===== src/rtl/bin2bcd_pkg.sv =====
// Shared types, default sizes and the leading-zero search for the
// binary-to-BCD converter.
package bin2bcd_pkg;

  typedef enum logic [1:0] {
    S_IDLE  = 2'd0,
    S_SHIFT = 2'd1,
    S_DONE  = 2'd2
  } state_t;

  localparam int WIDTH_DEF  = 64;
  localparam int DIGITS_DEF = 20;
  localparam int CNTW_DEF   = 5;

  // Index of the most significant nonzero digit plus one; 1 for an all-zero value.
  function automatic logic [CNTW_DEF-1:0] digit_count(input logic [4*DIGITS_DEF-1:0] bcd);
    logic [CNTW_DEF-1:0] n;
    logic                found;
    n     = CNTW_DEF'(1);
    found = 1'b0;
    for (int k = DIGITS_DEF - 1; k >= 0; k--) begin
      if (!found && (bcd[4*k +: 4] != 4'd0)) begin
        n     = CNTW_DEF'(k + 1);
        found = 1'b1;
      end
    end
    return n;
  endfunction

endpackage


===== src/rtl/bin2bcd_seq_if.sv =====
// Request/result bundle between a requester and the BCD converter.
//
// Handshake: start is a request that the converter samples only while busy
// is low; a sampled start captures bin in the same cycle. There is no
// backpressure and requests made while busy is high are dropped, not queued.
// done is a single-cycle pulse marking bcd/ndigits as freshly updated; those
// two keep their value until the next done, so they may be read at any time.
// state mirrors the converter's FSM for observation.
interface bin2bcd_seq_if #(
  parameter int WIDTH  = 64,
  parameter int DIGITS = 20,
  parameter int CNTW   = 5
);
  import bin2bcd_pkg::*;

  logic                  start;
  logic [WIDTH-1:0]      bin;
  logic                  busy;
  logic                  done;
  logic [4*DIGITS-1:0]   bcd;
  logic [CNTW-1:0]       ndigits;
  state_t                state;

  modport master (
    output start, bin,
    input  busy, done, bcd, ndigits, state
  );

  modport slave (
    input  start, bin,
    output busy, done, bcd, ndigits, state
  );

endinterface


===== src/rtl/bin2bcd_seq_digit_adj.sv =====
// One double-dabble digit correction: add 3 when the digit is 5 or more.
// Inputs never exceed 9, so the result tops out at 12 and fits in 4 bits.
module bcd_digit_adj (
  input  logic [3:0] din,
  output logic [3:0] dout
);

  // Conditional +3 correction ahead of the left shift.
  always_comb begin
    dout = din;
    if (din >= 4'd5) dout = din + 4'd3;
  end

endmodule


===== src/rtl/bin2bcd_seq.sv =====
// Sequential double-dabble converter: one 64-bit snapshot per accepted start,
// one bit per cycle, producing packed BCD plus a significant-digit count.
module bin2bcd_seq
  import bin2bcd_pkg::*;
#(
  parameter int WIDTH  = WIDTH_DEF,
  parameter int DIGITS = DIGITS_DEF,
  parameter int CNTW   = CNTW_DEF
) (
  input  logic           clk,
  input  logic           rst_n,
  bin2bcd_seq_if.slave   bus
);

  localparam int CW = $clog2(WIDTH);

  state_t                state;
  logic [WIDTH-1:0]      sh;
  logic [4*DIGITS-1:0]   acc;
  logic [CW-1:0]         cnt;
  logic [4*DIGITS-1:0]   bcd_r;
  logic [CNTW-1:0]       ndig_r;
  logic                  done_r;

  logic [4*DIGITS-1:0]   adj;
  logic [4*DIGITS-1:0]   acc_next;
  logic [WIDTH-1:0]      sh_next;
  logic                  unused_adj_msb;

  // Every digit is corrected in parallel before the shift.
  for (genvar g = 0; g < DIGITS; g++) begin : g_adj
    bcd_digit_adj u_adj (
      .din  (acc[4*g +: 4]),
      .dout (adj[4*g +: 4])
    );
  end

  // Shift {accumulator, shift register} left by one. The bit leaving the top
  // digit is always zero because the top digit never exceeds 1.
  assign acc_next       = {adj[4*DIGITS-2:0], sh[WIDTH-1]};
  assign sh_next        = {sh[WIDTH-2:0], 1'b0};
  assign unused_adj_msb = adj[4*DIGITS-1];

  // Conversion FSM; result registers only change on the edge entering DONE.
  always_ff @(posedge clk or negedge rst_n) begin
    if (!rst_n) begin
      state  <= S_IDLE;
      sh     <= '0;
      acc    <= '0;
      cnt    <= '0;
      bcd_r  <= '0;
      ndig_r <= CNTW'(1);
      done_r <= 1'b0;
    end else begin
      done_r <= 1'b0;
      case (state)
        S_IDLE: begin
          if (bus.start) begin
            sh    <= bus.bin;
            acc   <= '0;
            cnt   <= CW'(WIDTH - 1);
            state <= S_SHIFT;
          end
        end
        S_SHIFT: begin
          acc <= acc_next;
          sh  <= sh_next;
          if (cnt == '0) begin
            bcd_r  <= acc_next;
            ndig_r <= digit_count(acc_next);
            done_r <= 1'b1;
            state  <= S_DONE;
          end else begin
            cnt <= cnt - 1'b1;
          end
        end
        S_DONE: begin
          state <= S_IDLE;
        end
        default: begin
          state <= S_IDLE;
        end
      endcase
    end
  end

  assign bus.busy    = (state != S_IDLE);
  assign bus.done    = done_r;
  assign bus.bcd     = bcd_r;
  assign bus.ndigits = ndig_r;
  assign bus.state   = state;

endmodule


===== src/flat_wrapper.sv =====
// flat-port wrapper written by rule: the top's interface ports become plain ports
module bin2bcd_seq_flat import bin2bcd_pkg::*;
#(
  parameter int WIDTH  = WIDTH_DEF,
  parameter int DIGITS = DIGITS_DEF,
  parameter int CNTW   = CNTW_DEF
)
  (clk, rst_n, bus_start, bus_bin, bus_busy, bus_done, bus_bcd, bus_ndigits, bus_state);
  bin2bcd_seq_if #(.WIDTH(WIDTH), .DIGITS(DIGITS), .CNTW(CNTW)) bus_i ();
  input  logic clk;
  input  logic rst_n;
  input wire logic [$bits(bus_i.start)-1:0] bus_start;
  input wire logic [$bits(bus_i.bin)-1:0] bus_bin;
  output wire logic [$bits(bus_i.busy)-1:0] bus_busy;
  output wire logic [$bits(bus_i.done)-1:0] bus_done;
  output wire logic [$bits(bus_i.bcd)-1:0] bus_bcd;
  output wire logic [$bits(bus_i.ndigits)-1:0] bus_ndigits;
  output wire logic [$bits(bus_i.state)-1:0] bus_state;
  assign bus_i.start = bus_start;
  assign bus_i.bin = bus_bin;
  assign bus_busy = bus_i.busy;
  assign bus_done = bus_i.done;
  assign bus_bcd = bus_i.bcd;
  assign bus_ndigits = bus_i.ndigits;
  assign bus_state = bus_i.state;
  bin2bcd_seq #(.WIDTH(WIDTH), .DIGITS(DIGITS), .CNTW(CNTW)) u_core (.clk(clk), .rst_n(rst_n), .bus(bus_i));
endmodule

===== config.mk =====
export PLATFORM = sky130hd
export DESIGN_NAME = bin2bcd_seq_flat
export DESIGN_NICKNAME = d
export VERILOG_FILES = /design/src/rtl/bin2bcd_pkg.sv /design/src/rtl/bin2bcd_seq_if.sv /design/src/rtl/bin2bcd_seq_digit_adj.sv /design/src/rtl/bin2bcd_seq.sv /design/src/flat_wrapper.sv
export SDC_FILE = /design/constraint.sdc
export NUM_CORES = 1
export LEC_CHECK = 0
export CAP_MARGIN = 20
export CORE_AREA = 2 2 155 157
export CTS_BUF_LIST = sky130_fd_sc_hd__clkbuf_4 sky130_fd_sc_hd__clkbuf_8 sky130_fd_sc_hd__clkbuf_16
export CTS_CLUSTER_SIZE = 40
export DETAILED_ROUTE_END_ITERATION = 12
export DIE_AREA = 0 0 157 159
export PLACE_DENSITY = 0.83
export SLEW_MARGIN = 20
export SYNTH_ARGS = -nofsm -noshare
export SYNTH_HDL_FRONTEND = slang
export SYNTH_SLANG_ARGS = --single-unit

===== constraint.sdc =====
create_clock -name clk -period 4.1 [get_ports clk]
set_clock_uncertainty 0.2 [all_clocks]
set_input_delay 0.82 -clock clk [delete_from_list [all_inputs] [get_ports clk]]
set_output_delay 0.82 -clock clk [all_outputs]
set_load 0.1 [all_outputs]

== After elaboration in Yosys (flattened, before gate mapping) ==
Index checks and enable logic that the tools add are counted.

* Register bits after elaboration: 238
* Input port bits: 67

* Add/sub/neg operators: 21
* Magnitude comparators: 20
* Eq/ne operators: 4
* Multiplexer cells: 109
* Reduce and logical (&&, ||, !) cells: 66

{| class="wikitable"
|+ Operators with widths
! kind !! count
|-
| $pmux 80 s2 || 1
|-
| $pmux 64 s2 || 1
|-
| $mux 5 || 20
|-
| $ge 4x3->1 const B || 20
|-
| $mux 80 || 1
|-
| $reduce_bool 4->1 || 20
|-
| $add 4x2->4 const B || 19
|-
| $mux 4 || 19
|-
| $mux 64 || 1
|-
| $mux 1 || 59
|-
| $logic_and 1x1->1 || 19
|-
| $logic_not 1->1 || 19
|-
| $mux 6 || 2
|-
| $pmux 6 s2 || 1
|-
| $logic_not 6->1 || 1
|-
| $reduce_and 2->1 || 3
|-
| $sub 6x1->6 const B || 1
|-
| $mux 2 || 2
|-
| $ne 2x2->1 const B || 2
|-
| $pmux 2 s2 || 1
|-
| $reduce_bool 2->1 || 2
|-
| $add 3x2->3 const B || 1
|-
| $mux 3 || 1
|-
| $reduce_and 3->1 || 1
|-
| other kinds (3) || 3
|}

== Longest topological paths before layout ==
Gate-level depths: netlist (run 1).

* Word-level depth: 99
* Depth in mapped cells: 11

== Cells and area by module ==
Synthesis (run 1) repeated with hierarchy kept, for this count alone.

* Cells, all modules: 1,224
* Area total of the unflattened synthesis: 11,775.0 sq um

{| class="wikitable"
|+ By module, submodules not included
! module !! times used !! cells each !! area each (sq um) !! sequential area each (sq um)
|-
| bin2bcd_seq || 1 || 904 || 9,748.1 || 5,957.0
|-
| bcd_digit_adj || 20 || 16 || 101.3 || 0.0
|}

== Worst setup path after synthesis (run 1) ==
OpenSTA, ideal clock, no wires.

* Path type: register -> output
* Start: reg u_core.state[1] (netlist: u_core.bus.state[1])
* End: out bus_busy
* Arrival time: 2,072 ps
* Setup slack: 1,008 ps
* Stages on the path, launching flop included: 4
* Path buffers: 2
* Cells stage by stage: dfrtp_1 -> clkbuf_1 -> buf_1 -> or2_2

* Cells in the longest elaborated chain, start to end: 1

{| class="wikitable"
|+ RTL lines
! item !! RTL line !! text
|-
| start, declared || bin2bcd_seq.sv:17 || <nowiki>state_t state;</nowiki>
|-
| start signal, assigned || bin2bcd_seq.sv:47 || <nowiki>state <= S_IDLE;</nowiki>
|-
| start signal, assigned || bin2bcd_seq.sv:62 || <nowiki>state <= S_SHIFT;</nowiki>
|-
| start signal, assigned || bin2bcd_seq.sv:72 || <nowiki>state <= S_DONE;</nowiki>
|-
| $reduce_bool 2->1 || bin2bcd_seq.sv:87 || <nowiki>assign bus.busy = (state != S_IDLE);</nowiki>
|-
| end, declared || flat_wrapper.sv:14 || <nowiki>output wire logic [$bits(bus_i.busy)-1:0] bus_busy;</nowiki>
|}

No other way between the ends.

== Final worst setup path (run 1) ==
* Start: reg u_core.ndig_r[0] (netlist: u_core.bus.ndigits[0])
* End: out bus_ndigits[0]

{| class="wikitable"
|+ RTL lines
! item !! RTL line !! text
|-
| start, declared || bin2bcd_seq.sv:22 || <nowiki>logic [CNTW-1:0] ndig_r;</nowiki>
|-
| start signal, assigned || bin2bcd_seq.sv:70 || <nowiki>ndig_r <= digit_count(acc_next);</nowiki>
|-
| end, declared || flat_wrapper.sv:17 || <nowiki>output wire logic [$bits(bus_i.ndigits)-1:0] bus_ndigits;</nowiki>
|}

No word-level cell between the ends.

==> results.cfg, run 1 <==
[sta]
timing.hold.ws_ps = 66.46
maxSlewViolCount = 0
post-route-min-period_ps = 3236
slew_headroom_pct = 30.57
layout_setup_ws_ps = 864.0
rsz0062_at_grt = no
setup_tns_ps = 0
fin_crit_sh_pct = 78.93
tightest_slew_ps = 1038
max_freq_mhz = 309.0
hold_viol_final = 0
finalSetupViolations = 0

[final_layout]
areaGrowthSynthToFinish_pct = 23.30
multi_input_area_mm2 = 0.005458
fin_cells = 1741
layout.nets = 1510
seq_area_mm2 = 0.005959
final_layout_size_suffix_gt1_share_pct = 6.967
fillerInstances = 1882

[power_and_ir_drop]
ir_drop_mv = 0.4162
leakage_nw = 6.383
powerDensity_mw_per_mm2 = 904.6

[yosys]
synth_most_common_cell = dfrtp_1
syn-num-nets = 1386
ys_warn_count = 0
synth_top_area_share_pct = 49.94
syn_area_mm2 = 0.01188
yosys-top-cells-area = dfrtp_1, o21ai_0, nand2_1
synth_edf_count = 0
postSynthCellCount = 1278
synth_seq_area_share_pct = 50.16
synth-main-ff-cell = dfrtp_1
yosys.area.top_type = dfrtp_1
syn_avg_cell_area_um2 = 9.292
synthTopCellsByCount = dfrtp_1, nand2_1, o21ai_0, a21oi_1, a22oi_1
yosysUniqueCellTypes = 60
synthArstFlopShare_pct = 100.0
yosys_register_bits = 238

[worst_setup_path]
arrival_ps = 2220
crit_fanout = 2
max_stage_delay_ps = 1140
path_cells = clkdlybuf4s50_1
cp_slowest_cell = clkdlybuf4s50_1
rr_worst_depth = 10
worst-path-stages = 1
cp-start-kind = register
cp.required_ps = 3080
crit_family = buffers and inverters
end_kind = primary output
path_buf_inv = 1
crit_type = reg -> out

[clock_tree]
path_clk_slew_ps = 60
clockBufferDepth = 3
root_buffer = clkbuf_16
cts-buffers-inserted = 25
hold_buffers = 0
cts_max_level = 1
insertion_delay_ps = 530
postCtsSetupRepairBufs = 0
cts_resized = 0
cts_tree = built
cts.sinks = 238

[global_route]
grt_max_degree = 123
antenna_found_initial = 1
grt_pass1_wl_um = 47780
top_usage_layer = met2
met1_usage_pct = 32.27
global_route.usage.met2_pct = 37.86
grt_overflow = 0
grt_usage_pct = 23.11
grt_pass1_vias = 9571
grtUsageMet3_pct = 3.729

[drt]
wl_um = 28950
route.detailed.drc = 0
drt-pass1-iter-count = 5
wire_per_inst_um = 16.63
avgViaCountPerCell = 5.752
ant_nets = 0
dr_total_vias = 10020
drt_iter0_drc = 817

[hold_path]
hold_class = in -> async

[outcome]
status = completed

[die]
die_h_um = 159
die_w_um = 157
start_util_pct = 51.20
core_area_mm2 = 0.02319
die-area_mm2 = 0.02496
rows = 56
pin_count = 156

[placed_design]
pre_cts_ws_ps = 973.7
io_buffers = 155
dpl.hpwl_um = 19180
dpl.cell_count = 1693
gp_congestion = 0.8440

[job]
cap_violations = 0
==> layout by cell type, fill, tap and decap left out, types with 3 or more instances in the layout <==
cell type / n
a22oi_1: 64
o21ai_0: 198
mux2_2: 11
nand4_1: 6
or2_2: 3
clkinv_2: 3
and2_1: 5
o21ai_1: 5
clkbuf_4: 8
inv_1: 50
clkbuf_8: 3
nand2b_1: 22
and3b_1: 4
clkbuf_16: 25
nand3_1: 3
a32o_1: 11
and4_2: 3
nand2_1: 232
a21boi_0: 5
ha_1: 41
dfrtp_1: 235
xnor2_1: 20
buf_4: 15
mux2i_1: 11
a21oi_1: 78
o22ai_1: 26
nor2_1: 20
o31ai_1: 13
a31oi_1: 5
buf_12: 3
nor3_1: 14
a211oi_1: 3
clkdlybuf4s50_1: 151
a22o_1: 5
nor3b_1: 22
bufinv_16: 5
nor4_1: 4
nor2b_1: 41
==> final timing paths <==
check,slack (ps),from,end
min in group clk,270,u_core.bus.bcd[22]$_DFFE_PN0P_,u_core.bus.bcd[22]$_DFFE_PN0P_
max,860,u_core.bus.ndigits[0]$_DFFE_PN1P_,bus_ndigits[0]
min reg2reg,270,u_core.bus.bcd[22]$_DFFE_PN0P_,u_core.bus.bcd[22]$_DFFE_PN0P_
max in group asynchronous,2810,rst_n,u_core.bus.state[1]$_DFFE_PN0P_
max reg2reg,880,u_core.acc[8]$_DFFE_PN0P_,u_core.bus.ndigits[1]$_DFFE_PN0P_
min,70,rst_n,u_core.acc[39]$_DFFE_PN0P_
==> where the power goes <==
part           total (W)  internal, W  switching (W)
clock network    0.00247      0.00155       0.000926
registers        0.00406      0.00326       0.000791
logic            0.00671      0.00223        0.00448
total             0.0132      0.00705        0.00620
==> cells by family (layout without fill, tap and decap cells) <==
family,count (synthesis),after routing,synth area share (%)
AOI/OAI and AO/OA,427,427,21.15
xor gates and xnor gates,22,22,1.623
adders and majority gates,41,41,4.320
buffers and inverters,124,267,4.130
DFF,238,238,50.16
muxes,23,23,2.065
other,0,1,0
and+or+nand+nor,403,403,16.55
==> sequential cells by signal, indices dropped and copies added (netlist names) <==
register,cells
u_core.bus.state,2
u_core.bus.done,1
u_core.bus.bcd,80
u_core.sh,64
u_core.bus.ndigits,5
u_core.cnt,6
u_core.acc,80
==> per-stage QoR <==
stage	total power (W)	instance area, µm²	utilization (%)
2_1_floorplan	0.008995	11880	-
3_3_place_gp	0.01043	13700	59.09
3_5_place_dp	0.01072	13700	59.09
4_1_cts	0.01326	14610	63.00
5_1_grt	0.01411	14640	63.12
6_report	0.01324	14640	63.13
==> per-layer routing <==
metal,part of all wire (%),vias to the layer above
met3,6.2,41
met4,1.8,0
met2,48,314
met5,0,-
met1,44,4922
li1,-,4738
==> cell type report <==
type / instances / share of cell area [%]
antenna: 1 / 0.01709
sequential: 238 / 40.70
clock inverter: 10 / 1.239
clock buffer: 36 / 4.965
inverter: 50 / 1.282
multi-input combinational: 916 / 37.28
tap: 319 / 2.726
timing repair buffer: 171 / 11.79
==> worst reg2reg max path: stages (launching register included) <==
cell and delay (ps):
dfrtp_1 390, inv_1 110, ha_1 260, nor2b_1 160, o21bai_1 300, mux2i_1 310
nor4b_1 590, o211a_1 270, o21ai_0 110, a221oi_1 310, o21ai_1 80
No activity file was read; power rests on OpenSTA's default activity.
==> run 2: changes to the inputs <==
--- a/config.mk
+++ b/config.mk
@@ -6,11 +6,11 @@
 export NUM_CORES = 1
 export LEC_CHECK = 0
 export CAP_MARGIN = 20
-export CORE_AREA = 2 2 155 157
+export CORE_AREA = 2 2 158 160
 export CTS_BUF_LIST = sky130_fd_sc_hd__clkbuf_4 sky130_fd_sc_hd__clkbuf_8 sky130_fd_sc_hd__clkbuf_16
 export CTS_CLUSTER_SIZE = 40
 export DETAILED_ROUTE_END_ITERATION = 12
-export DIE_AREA = 0 0 157 159
+export DIE_AREA = 0 0 160 162
 export PLACE_DENSITY = 0.83
 export SLEW_MARGIN = 20
 export SYNTH_ARGS = -nofsm -noshare
==> constraint.sdc (replaced) <==
create_clock -name clk -period 2.8 [get_ports clk]
set_clock_uncertainty 0.2 [all_clocks]
set_input_delay 0.56 -clock clk [delete_from_list [all_inputs] [get_ports clk]]
set_output_delay 0.56 -clock clk [all_outputs]
set_load 0.1 [all_outputs]
==> run 2 against run 1 <==
Non-clock buffer count up 50. Sequential share of layout area down 1.1 points. Setup slack worse by 840 ps. Sequential power up 47%. Combinational power up 58%. Critical path type is now reg -> reg. Largest cell class unchanged.
==> results.cfg, run 2 (synthesis gave the netlist of run 1 again) <==
[outcome]
status = completed

[power_and_ir_drop]
ir_drop_mv = 0.7628
powerDensity_mw_per_mm2 = 1342
leakage_nw = 6.821

[sta]
post-route-min-period_ps = 2778
fin_crit_sh_pct = 99.22
layout_setup_ws_ps = 21.84
tightest_slew_ps = 791.5
maxSlewViolCount = 0
rsz0062_at_grt = yes
finalSetupViolations = 0
slew_headroom_pct = 47.23
setup_tns_ps = 0
max_freq_mhz = 360.0
hold_viol_final = 0

[drt]
drt-pass1-iter-count = 6
wl_um = 29920
drt_iter0_drc = 671
wire_per_inst_um = 16.65
route.detailed.drc = 0
ant_nets = 0
dr_total_vias = 10120
avgViaCountPerCell = 5.631

[global_route]
grt_pass1_wl_um = 48630
grt_usage_pct = 22.53
grt_max_degree = 89
antenna_found_initial = 1
grt_overflow = 0
grt_pass1_vias = 9969

[clock_tree]
cts.sinks = 238
root_buffer = clkbuf_16
insertion_delay_ps = 530
path_clk_slew_ps = 60
cts-buffers-inserted = 26
cts_max_level = 1
clockBufferDepth = 3
cts_tree = built

[die]
start_util_pct = 49.26
die-area_mm2 = 0.02592
rows = 57
core_area_mm2 = 0.02411
die_h_um = 162
pin_count = 156
die_w_um = 160

[hold_path]
hold-path-endpoint = u_core.bus.bcd[65]$_DFFE_PN0P_
min_path_cells = 2
hold_class = reg -> reg
min_from = u_core.bus.bcd[65]$_DFFE_PN0P_

[worst_setup_path]
r2r-end = u_core.bus.ndigits[1]$_DFFE_PN0P_
cp-start-kind = register
cp_slowest_cell = dfrtp_1
path_buf_inv = 2
crit_type = reg -> reg
r2r-start = u_core.acc[8]$_DFFE_PN0P_
reg2reg_slack_ps = 20
rr_worst_depth = 11
path_cells = inv_1, ha_1, nor2b_1, o21bai_1, mux2i_1, nor4b_2, buf_4, o211a_1, o21ai_0, a221oi_1, o21ai_1
arrival_ps = 2980
crit_fanout = 4
max_stage_delay_ps = 400
crit_family = compound AO/OA/AOI/OAI gates
cp.required_ps = 3000
end_kind = register

[final_layout]
fin_util_pct = 62.39
fin_cells = 1797
areaGrowthSynthToFinish_pct = 26.65
mostFrequentLayoutCell = dfrtp_1
final_cell_mix = dfrtp_1, nand2_1, o21ai_0
final_layout_size_suffix_gt1_share_pct = 18.89
layout.nets = 1561

[placed_design]
dpl.hpwl_um = 19770
dpl.cell_count = 1736
gp_congestion = 0.8769
pre_cts_ws_ps = -53.80
io_buffers = 155

[job]
cap_violations = 0
[run 2: cell count changes in the layout (fill, tap and decap cells not counted), sizes merged]
cell / delta
dlygate4sd3: +1
buf: +135
inv: -1
clkdlybuf4s50: -86
bufinv: -2
clkinv: +3
clkinvlp: +1
[run 2: power breakdown]
part           leakage, nW  total (W)  switching, W  internal (W)
Sequential            3.08    0.00596       0.00118       0.00478
Combinational         3.28     0.0106       0.00683       0.00379
Clock                0.454    0.00360       0.00140       0.00221
[run 2: per-stage QoR]
stage / power [W] / area [µm²] / hold slack (ps)
final: 0.02019 / 15040 / 278.0
after global routing: 0.02151 / 15040 / 311.0
after CTS: 0.01971 / 14790 / 279.8
after detailed placement: 0.01596 / 13840 / 264.8
after global placement: 0.01560 / 13840 / 260.4
after floorplan: 0.01317 / 11880 / 64.41
[run 2: tightest hold or removal path, delay by kind of cell, from the launching register on]
kind / cells / cell delay [ps]
simple gates: 2 / 100
flops: 1 / 340
[run 2: cell type report]
class	count	area [µm²]
timing repair buffer	221	1932
fill	1981	9066
clock buffer	36	774.5
antenna	1	2.502
clock inverter	11	142.6
sequential	238	5962
inverter	50	187.7
tap	324	405.4
multi-input combinational	916	5633
[run 2: timing repair]
| item | CTS | global route |
|---|---|---|
| pin swaps | 1 | 14 |
| endpoints found under the hold margin | 67 | 0 |
| gates resized for setup | 5 | 46 |
| setup buffers | 1 | 11 |
| setup endpoints to repair | 2 | 5 |
| hold buffers | 1 | 0 |
[run 2: layer usage]
layer / part of all wire [%] / GRT usage (%)
met5: 0 / 0
met4: 2.0 / 6.265
met3: 6.4 / 4.648
met2: 49 / 38.13
met1: 43 / 29.65
[run 2: worst max path at each step]
| stage | slack, ps | to | start | cells past startpoint |
|---|---|---|---|---|
| floorplan | 100 | u_core.bus.ndigits[0]$_DFFE_PN1P_ | u_core.acc[68]$_DFFE_PN0P_ | 11 |
| global placement | -10 | u_core.bus.ndigits[0]$_DFFE_PN1P_ | u_core.acc[40]$_DFFE_PN0P_ | 10 |
| detailed placement | -50 | u_core.bus.ndigits[0]$_DFFE_PN1P_ | u_core.acc[64]$_DFFE_PN0P_ | 9 |
| CTS | -10 | u_core.bus.ndigits[0]$_DFFE_PN1P_ | u_core.acc[40]$_DFFE_PN0P_ | 10 |
| global route | -70 | u_core.bus.ndigits[1]$_DFFE_PN0P_ | u_core.acc[8]$_DFFE_PN0P_ | 11 |
| finish | 20 | u_core.bus.ndigits[1]$_DFFE_PN0P_ | u_core.acc[8]$_DFFE_PN0P_ | 11 |
